`src/rtl/waves_replay_pkg.sv`:
```
// Shared types for the waveform replay engine.
package waves_replay_pkg;

  typedef enum logic [2:0] {
    IDLE,
    PRIME,
    RUN,
    STALL,
    DONE
  } replay_state_e;

  // States in which a replay is in progress and records flow.
  function automatic logic is_active(input replay_state_e s);
    return (s == PRIME) || (s == RUN) || (s == STALL);
  endfunction

endpackage

```
`src/rtl/waves_replay_fifo.sv`:
```
// Prefetch queue for change records: DEPTH entries, single-cycle flush,
// head presented straight from the storage registers.
module waves_replay_fifo #(
  parameter int WIDTH = 8,
  parameter int DEPTH = 4
) (
  input  logic             clock,
  input  logic             reset,
  input  logic             flush,
  input  logic             push,
  input  logic             pop,
  input  logic [WIDTH-1:0] wdata,
  output logic [WIDTH-1:0] head,
  output logic             full,
  output logic             empty,
  output logic             multi
);

  localparam int AW = (DEPTH > 1) ? $clog2(DEPTH) : 1;

  logic [WIDTH-1:0] mem [DEPTH];
  logic [AW-1:0]    wr_ptr;
  logic [AW-1:0]    rd_ptr;
  logic [AW:0]      count;

  // Pointer and occupancy bookkeeping; flush empties the queue in one cycle.
  // NOTE: state registers use non-blocking assignments so every flop samples pre-edge values.
  always_ff @(posedge clock or posedge reset) begin
    if (reset) begin
      wr_ptr <= '0;
      rd_ptr <= '0;
      count  <= '0;
    end else if (flush) begin
      wr_ptr <= '0;
      rd_ptr <= '0;
      count  <= '0;
    end else begin
      if (push) wr_ptr <= wr_ptr + AW'(1);
      if (pop)  rd_ptr <= rd_ptr + AW'(1);
      if (push && !pop)      count <= count + (AW+1)'(1);
      else if (pop && !push) count <= count - (AW+1)'(1);
    end
  end

  // Record storage write port.
  // NOTE: the array carries no reset; count and pointers alone decide which entries are live.
  always_ff @(posedge clock) begin
    if (push && !flush) mem[wr_ptr] <= wdata;
  end

  assign head  = mem[rd_ptr];
  assign full  = (count == (AW+1)'(DEPTH));
  assign empty = (count == '0);
  assign multi = (count > (AW+1)'(1));

endmodule

```
`src/rtl/waves_replay.sv`:
```
// Replay engine: pulls (delta, value, last) change records from a prefetch
// queue and re-drives the recorded value on the encoded cycles.
module waves_replay
  import waves_replay_pkg::*;
#(
  parameter int               WIDTH      = 32,
  parameter int               DELTA_W    = 16,
  parameter int               DEPTH      = 4,
  parameter logic [WIDTH-1:0] INIT_VALUE = '0
) (
  input  logic               clock,
  input  logic               reset,
  input  logic               start,
  input  logic               abort,
  input  logic               rec_valid,
  output logic               rec_ready,
  input  logic [DELTA_W-1:0] rec_delta,
  input  logic [WIDTH-1:0]   rec_value,
  input  logic               rec_last,
  output logic [WIDTH-1:0]   sig_out,
  output logic               sig_update,
  output logic               busy,
  output logic               done,
  output logic               underrun,
  output logic [31:0]        apply_count
);

  localparam int REC_W = DELTA_W + WIDTH + 1;

  replay_state_e      state;
  replay_state_e      state_nxt;
  logic [REC_W-1:0]   head;
  logic [DELTA_W-1:0] head_delta;
  logic [WIDTH-1:0]   head_value;
  logic               head_last;
  logic               fifo_full;
  logic               fifo_empty;
  logic               fifo_multi;
  logic [DELTA_W:0]   timer;  // idle cycles since the last apply (or since start)
  logic               last_accepted;
  logic               active;
  logic               due;
  logic               apply;
  logic               late;
  logic               start_ok;
  logic               push;

  assign {head_delta, head_value, head_last} = head;
  assign active = is_active(state);

  // The first record also pays the PRIME capture cycle, hence the strict compare there.
  assign due      = (state == PRIME) ? (timer >  {1'b0, head_delta})
                                     : (timer >= {1'b0, head_delta});
  assign apply    = active && !abort && !fifo_empty && due;
  // A record that shows up after its slot has passed is late; the first one never counts.
  assign late     = apply && (state != PRIME) && (timer > {1'b0, head_delta});
  assign start_ok = start && !abort && ((state == IDLE) || (state == DONE));

  assign rec_ready = active && !abort && !last_accepted && (!fifo_full || apply);
  assign push      = rec_valid && rec_ready;
  assign busy      = active;
  assign done      = (state == DONE);

  waves_replay_fifo #(
    .WIDTH (REC_W),
    .DEPTH (DEPTH)
  ) u_fifo (
    .clock (clock),
    .reset (reset),
    .flush (abort),
    .push  (push),
    .pop   (apply),
    .wdata ({rec_delta, rec_value, rec_last}),
    .head  (head),
    .full  (fifo_full),
    .empty (fifo_empty),
    .multi (fifo_multi)
  );

  // State register.
  always_ff @(posedge clock or posedge reset) begin
    if (reset) state <= IDLE;
    else       state <= state_nxt;
  end

  // Next-state logic; abort overrides everything else.
  // NOTE: state_nxt gets a default before the case so no path leaves it unassigned (no latch).
  always_comb begin
    state_nxt = state;
    case (state)
      IDLE, DONE: begin
        if (start_ok) state_nxt = PRIME;
      end
      PRIME, RUN, STALL: begin
        if (apply) begin
          if (head_last)       state_nxt = DONE;
          else if (fifo_multi) state_nxt = RUN;
          else                 state_nxt = STALL;
        end else if (state == STALL && !fifo_empty) begin
          state_nxt = RUN;
        end
      end
      default: state_nxt = IDLE;
    endcase
    if (abort) state_nxt = IDLE;
  end

  // Output value, strobe, slot timer and run statistics.
  always_ff @(posedge clock or posedge reset) begin
    if (reset) begin
      sig_out       <= INIT_VALUE;
      sig_update    <= 1'b0;
      underrun      <= 1'b0;
      apply_count   <= '0;
      timer         <= '0;
      last_accepted <= 1'b0;
    end else begin
      sig_update <= apply;
      if (apply) begin
        sig_out     <= head_value;
        apply_count <= (&apply_count) ? apply_count : apply_count + 32'd1;
        timer       <= '0;
        if (late) underrun <= 1'b1;
      end else if (active && !(&timer)) begin
        timer <= timer + (DELTA_W+1)'(1);
      end
      if (push && rec_last) last_accepted <= 1'b1;
      if (start_ok) begin
        underrun      <= 1'b0;
        apply_count   <= '0;
        timer         <= '0;
        last_accepted <= 1'b0;
      end
      if (abort) begin
        timer         <= '0;
        last_accepted <= 1'b0;
      end
    end
  end

endmodule

```
`config.mk`:
```
export PLATFORM = sky130hd
export DESIGN_NAME = waves_replay
export DESIGN_NICKNAME = d
export VERILOG_FILES = /design/src/rtl/waves_replay_pkg.sv /design/src/rtl/waves_replay_fifo.sv /design/src/rtl/waves_replay.sv
export SDC_FILE = /design/constraint.sdc
export NUM_CORES = 1
export LEC_CHECK = 0
export ABC_AREA = 0
export BUFFER_PORTS_ARGS = -buffer_cell sky130_fd_sc_hd__buf_2
export CORE_ASPECT_RATIO = 1.5
export CORE_UTILIZATION = 45
export DETAILED_ROUTE_END_ITERATION = 7
export PLACE_DENSITY = 0.65
export SLEW_MARGIN = 20
export SYNTH_ARGS = -nofsm -noshare
export SYNTH_HDL_FRONTEND = slang
export SYNTH_SLANG_ARGS = --single-unit
```
`constraint.sdc`:
```
create_clock -name clock -period 11.22 [get_ports clock]
set_input_delay 1.122 -clock clock [delete_from_list [all_inputs] [get_ports clock]]
set_output_delay 1.122 -clock clock [all_outputs]
set_load 0.01 [all_outputs]
```
* After elaboration in Yosys (flattened, before gate mapping)
Memories as Yosys holds them, arrays and structs flattened.
Index checks and enable logic that the tools add are counted.
Widths: inputs -> output; s select.
** Storage, ports and cells
- Bits in registers :: 94
- Bits in writable memories :: 196
- Bits of input ports :: 54
- Logic and storage cells :: 102
- Memories kept :: 1
** Cells by class
- $add $sub $neg :: 6
- $lt $le $gt $ge :: 3
- Equality and inequality tests :: 9
- Multiplexer cells :: 30
- Reduce and logical (&&, ||, !) cells :: 43
** Memory list
- u_fifo.mem :: words 4, width 49, rd ports 1, clocked after Yosys merged registers in 0, write ports 1, RTL line waves_replay_fifo.sv:21 : logic [WIDTH-1:0] mem [DEPTH];
** Operator list (count)
- $mux 32 :: 3
- $mux 17 :: 4
- $add 32x1->32 const B :: 1
- $reduce_and 32->1 :: 1
- $mux 3 :: 8
- $add 17x1->17 const B :: 1
- $ge 17x16->1 :: 1
- $gt 17x16->1 :: 1
- $reduce_and 17->1 :: 1
- $logic_and 1x1->1 :: 16
- $mux 1 :: 10
- $mux 2 :: 4
- $reduce_bool 2->1 :: 4
- $logic_not 1->1 :: 7
- $eq 3x2->1 const B :: 2
- $eq 3x3->1 const B :: 2
- $logic_not 3->1 :: 2
- $pmux 3 s2 :: 1
- $reduce_and 2->1 :: 3
- $reduce_bool 3->1 :: 2
- $add 2x1->2 const B :: 2
- $logic_or 1x1->1 :: 4
- $ne 4x4->1 const B :: 1
- $reduce_bool 4->1 :: 1
- 9 further kinds :: 9

* Depth between registers and ports, before layout
- Depth in word-level cells :: 14
- Depth in mapped cells :: 15
- Mapped depth without buffers :: 11

* Cells and area by module
A second synthesis with hierarchy kept.
** Second synthesis, totals
- Cell total of the unflattened synthesis :: 745
- Area, all modules :: 12259.3 um^2
** By module, submodules not included
- waves_replay_fifo :: times used 1, cells each 307, area an instance 7618.6 um^2, seq. area each 6060.8 um^2
- waves_replay :: times used 1, cells each 438, area an instance 4640.7 um^2, seq. area each 2177.1 um^2

* Worst setup path before layout
Ideal clock, no wire load.
- Path type :: reg-to-reg
- Start point :: register u_fifo.rd_ptr[0]
- End point :: memory u_fifo.mem[0][0] in the netlist's numbering (enable)
- Arrival time :: 4322 ps
- Setup slack :: 6486 ps
- Stages on the path, launching flop included :: 12
- Path buffers :: 2
- Cells stage by stage :: dfrtp_1 -> clkbuf_1 -> clkbuf_1 -> mux4_2 -> inv_1 -> ha_1 -> nand4_2 -> nor4_4 -> nand2b_2 -> and4_1 -> nor2_1 -> and2_1
** Between the ends
- Cells in the longest elaborated chain, start to end :: 10
- Elaborated cells on any way between the ends :: 11
- Classes of those cells :: order compare: 2; mux: 3; reduce/logical: 5; memory: 1
** Ends and longest elaborated chain
- from (decl) :: RTL line waves_replay_fifo.sv:23 : logic [AW-1:0] rd_ptr;
- from (signal assigned) :: RTL line waves_replay_fifo.sv:39 : if (pop) rd_ptr <= rd_ptr + AW'(1);
- $mem_v2 4x49 *
- $ge 17x16->1 or $gt 17x16->1 (tied branches) :: RTL line waves_replay.sv:53, waves_replay.sv:52
- $mux 1 * :: RTL line waves_replay.sv:52 : assign due = (state == PRIME) ? (timer > {1'b0, head_delta})
- $logic_and 1x1->1 * :: RTL line waves_replay.sv:54 : assign apply = active && !abort && !fifo_empty && due;
- $logic_or 1x1->1 * :: RTL line waves_replay.sv:59 : assign rec_ready = active && !abort && !last_accepted && (!fifo_full || apply);
- $logic_and 1x1->1 * :: RTL line waves_replay.sv:59
- $logic_and 1x1->1 * :: RTL line waves_replay.sv:60 : assign push = rec_valid && rec_ready;
- $logic_and 1x1->1 * :: RTL line waves_replay_fifo.sv:48 : if (push && !flush) mem[wr_ptr] <= wdata;
- $mux 1 * :: RTL line waves_replay_fifo.sv:48
- $mux 1 (not written as such) * :: RTL line waves_replay_fifo.sv:48
- to (decl) :: RTL line waves_replay_fifo.sv:21
Every way passes the cells marked *; elsewhere a longest branch is shown, timed or not.

* Worst setup path after layout
- Start point :: register u_fifo.rd_ptr[0]
- End point :: output rec_ready
** Between the ends
- Cells in the longest elaborated chain, start to end :: 6
- Elaborated cells on any way between the ends :: 7
- Classes of those cells :: order compare: 2; mux: 1; reduce/logical: 3; memory: 1
** Ends and longest elaborated chain
- $mem_v2 4x49 *
- $ge 17x16->1 or $gt 17x16->1 (tied branches) :: RTL line waves_replay.sv:53, waves_replay.sv:52
- $mux 1 * :: RTL line waves_replay.sv:52
- $logic_and 1x1->1 * :: RTL line waves_replay.sv:54
- $logic_or 1x1->1 * :: RTL line waves_replay.sv:59
- $logic_and 1x1->1 * :: RTL line waves_replay.sv:59
- to (decl) :: RTL line waves_replay.sv:16 : output logic rec_ready,
Marked as above.

==> flow_summary_export.csv <==
group,metric,value,unit
yosys,synth_xor_area_share,2.13,%
cts,clock-sinks,290,
setup_path,cp.buffers_inverters,3,
yosys,avgSynthCellArea,14.8,sq um
layout,nets,1043,
sta,fin_ws,5.79,ns
sta,fmax,0.184,GHz
cts,clk_pin_slew_worst_paths,0.07,ns
die,die_w,137,microns
cts,cts_buffers,27,
sta,finalCriticalPeriod,5.43,ns
run,maxCapViolCount,0,
cts,cts_max_path_buffers,3,
cts,root_buffer,"clkbuf_16",
yosys,yosys.area_share.simple,12.7,%
yosys,yosysMostFrequentCell,"edfxtp_1",
drt,drt_iter0_markers,441,
placed_design,preCtsSetupSlack,6.26,ns
yosys,synth_top_family_by_area,"simple AND/OR/NAND/NOR gates",
setup_path,crit_chain,"buf_4 -> mux4_2 -> ha_1 -> a211oi_4 -> a21oi_4 -> inv_2 -> o21a_1 -> buf_2",
yosys,yosysTopAreaCell,"edfxtp_1",
die,initial_core_util,46.1,%
setup_path,path_max_fanout,44,
setup_path,worstPathArrival,4.31,ns
sta,setup_viol,0,
die,rows,73,
cts,ctsHoldBuffers,0,
yosys,synth.area.mux_share,9.37,%
global_route,grt_pass1_vias,7286,
setup_path,crit_type,"reg2out",
global_route,antenna_found_initial,3,
layout,drive_above_1_share,27.1,%
setup_path,cp.required,10.10,ns
sta,timing.slew.headroom,37.5,%
yosys,synth_ff_type,"edfxtp_1",
yosys,synthTopCellsByArea,"edfxtp_1 48%, dfrtp_1 19%, mux4_2 8.9%",
sta,rsz0062_at_grt,"no",
global_route,grt-ovfl-total,0,
yosys,yosysWarnings,0,
drt,viasPerCell,5.48,
yosys,syn_inst,835,
drt,ant_nets,0,
die,io_pins,123,
placed_design,gp_congestion,0.784,
sta,drv_slew,0,
sta,worst_pin_slew,0.937,ns
global_route,track_usage,17.9,%
drt,drc,0,
power,irDropWorstVdd,0.110,mV
drt,firstDrtPassIters,4,
yosys,synth_compound_area_share,4.31,%
cts,post-cts-setup-buffers,0,
yosys,synthArstFlopShare,32.4,%
yosys,synth-seq-area-share,66.8,%
yosys,synthTopCellsByCount,"196 x edfxtp_1, 138 x nand2_1, 94 x dfrtp_1",
drt,via_count,7237,
cts,cts_tree,"yes",
die,die_h,205,microns
cts,htreeDepth,1,
yosys,syn_nets,916,
die,coreArea,26800,sq um
setup_path,start_kind,"register",
cts,clk_latency,0.54,ns
sta,finalClockSkew,0.0191,ns
setup_path,r2r_slack,6.44,ns
setup_path,critPathTopFamily,"buffers and inverters",
power,p_per_area,146,nW/um^2
global_route,grt_first_pass_wirelength,38500,microns
placed_design,dp_hpwl,15600,microns
sta,hold_viol_final,0,
yosys,synth_top_area_share,47.7,%
layout,area_growth,14.4,%
global_route,grt_start_max_net_pins,71,
sta,fin_tns_setup,0,ns
yosys,synth_fa_ha_area_share,2.74,%
outcome,status,"finished, final reports clean",
yosys,ys_types,67,
worst_hold_path,hp-class,"reg2reg",
drt,wire_per_inst,18.5,microns
cts,cts_resized,0,
yosys,synthesis.area,12300,sq um
placed_design,numPortBuffers,122,
power,power_leakage,0.00563,uW
yosys,synth_edf_count,196,
setup_path,slowest_stage,"buf_4",
die,die_area,28100,sq um
sta,finalCritPeriodShare,48.4,%
setup_path,end_kind,"output pin",
drt,drt-total-wl,24400,microns
yosys,synth_seq_cells,290,
setup_path,slowest_delay,0.64,ns
layout,n_fill_cell,2223,
==> metrics by stage <==
step | power [uW] | hold WS, ns | util [%] | cells | cell area (sq um)
after detailed placement | 1250 | 0.451 | 49.7 | 1270 | 13300
after global placement | 1250 | 0.449 | 49.7 | 1270 | 13300
after floorplan | 1220 | 0.486 | - | 835 | 12300
after global routing | 2130 | 0.486 | 52.7 | 1320 | 14100
after CTS | 2080 | 0.464 | 52.7 | 1319 | 14100
final | 2060 | 0.461 | 52.7 | 1321 | 14100
==> worst register-to-register path, delay by kind of cell, from the launching register on <==
kind | cells | cell delay [ns]
buffers and inverters | 2 | 1.13
multiplexers | 1 | 0.65
AND/OR/NAND/NOR | 4 | 1.59
flip-flops | 1 | 0.62
AO/OA/AOI/OAI | 1 | 0.08
adder cells (fa/ha/maj) | 1 | 0.35
==> cells in the final DEF, fill, tap and decap left out, types with 3 or more instances in the layout <==
| cell | instances |
|---|---|
| nor3_1 | 6 |
| clkbuf_1 | 3 |
| nand3_1 | 22 |
| nand4_1 | 12 |
| xnor2_1 | 19 |
| buf_4 | 9 |
| o21ai_0 | 7 |
| mux2i_1 | 3 |
| nor3_2 | 4 |
| inv_1 | 24 |
| nor4_1 | 3 |
| nand2b_1 | 5 |
| clkinv_2 | 8 |
| a31oi_1 | 5 |
| nor2_1 | 56 |
| nor4b_4 | 3 |
| mux4_2 | 49 |
| o211ai_1 | 4 |
| a21oi_1 | 20 |
| edfxtp_1 | 196 |
| and2_2 | 4 |
| and4_1 | 5 |
| buf_2 | 122 |
| xor2_1 | 11 |
| nand2_1 | 138 |
| clkbuf_16 | 27 |
| ha_1 | 27 |
| nor4_2 | 5 |
| and3_1 | 8 |
| or4_1 | 3 |
| or3_1 | 3 |
| or2_2 | 8 |
| clkinv_1 | 5 |
| dfrtp_1 | 92 |
| o31ai_1 | 9 |
| a21o_1 | 4 |
| and2_1 | 5 |
==> state kept, by name, summed over array words and instances, names as in the netlist, 2 cells and up <==
signal / count
u_fifo.mem: 196
apply_count: 32
sig_out: 32
timer: 17
state: 3
u_fifo.count: 3
u_fifo.rd_ptr: 2
u_fifo.wr_ptr: 2
==> area by class of cell <==
type	instances	area [sq um]	share of cell area [%]
Sequential cell	290	8240	58.4
Multi-Input combinational cell	486	3860	27.4
Clock buffer	31	701	4.97
Timing Repair Buffer	131	678	4.81
Tap cell	337	422	2.99
Inverter	26	100	0.709
Clock inverter	18	98.8	0.701
Antenna cell	2	5.00	0.0355
==> report_power, final <==
group	internal, uW	total, uW	switching [uW]
combinational	22.9	69.7	46.8
sequential	1150	1160	3.48
clock	449	832	383
==> final timing paths <==
kind,from,endpoint,cells after the start
min in group asynchronous,reset,sig_out[7],2
min,sig_out[14],sig_out[14],2
max,u_fifo.rd_ptr[0],rec_ready,8
max reg2reg,u_fifo.rd_ptr[0],u_fifo.mem[0][44],9
max in group asynchronous,reset,u_fifo.rd_ptr[0],3
min reg2reg,sig_out[14],sig_out[14],2
==> layer usage <==
| layer | vias to the layer above | wire (microns) | global-route usage, % | part of all wire [%] |
|---|---|---|---|---|
| li1 | 3365 | - | - | - |
| met1 | 3668 | 9880 | 21.4 | 40 |
| met2 | 162 | 12900 | 32.4 | 53 |
| met3 | 40 | 1100 | 3.17 | 4.5 |
| met4 | 2 | 514 | 5.42 | 2.1 |
| met5 | - | 12 | 0 | 0.049 |
==> cell families after synthesis <==
logic type,after synthesis
and+or+nand+nor,302
DFF,290
AOI/OAI and AO/OA,73
buffers and inverters,59
muxes,54
xor gates and xnor gates,30
adders and majority gates,27
Note: power is estimated with default switching activity, not from simulation.
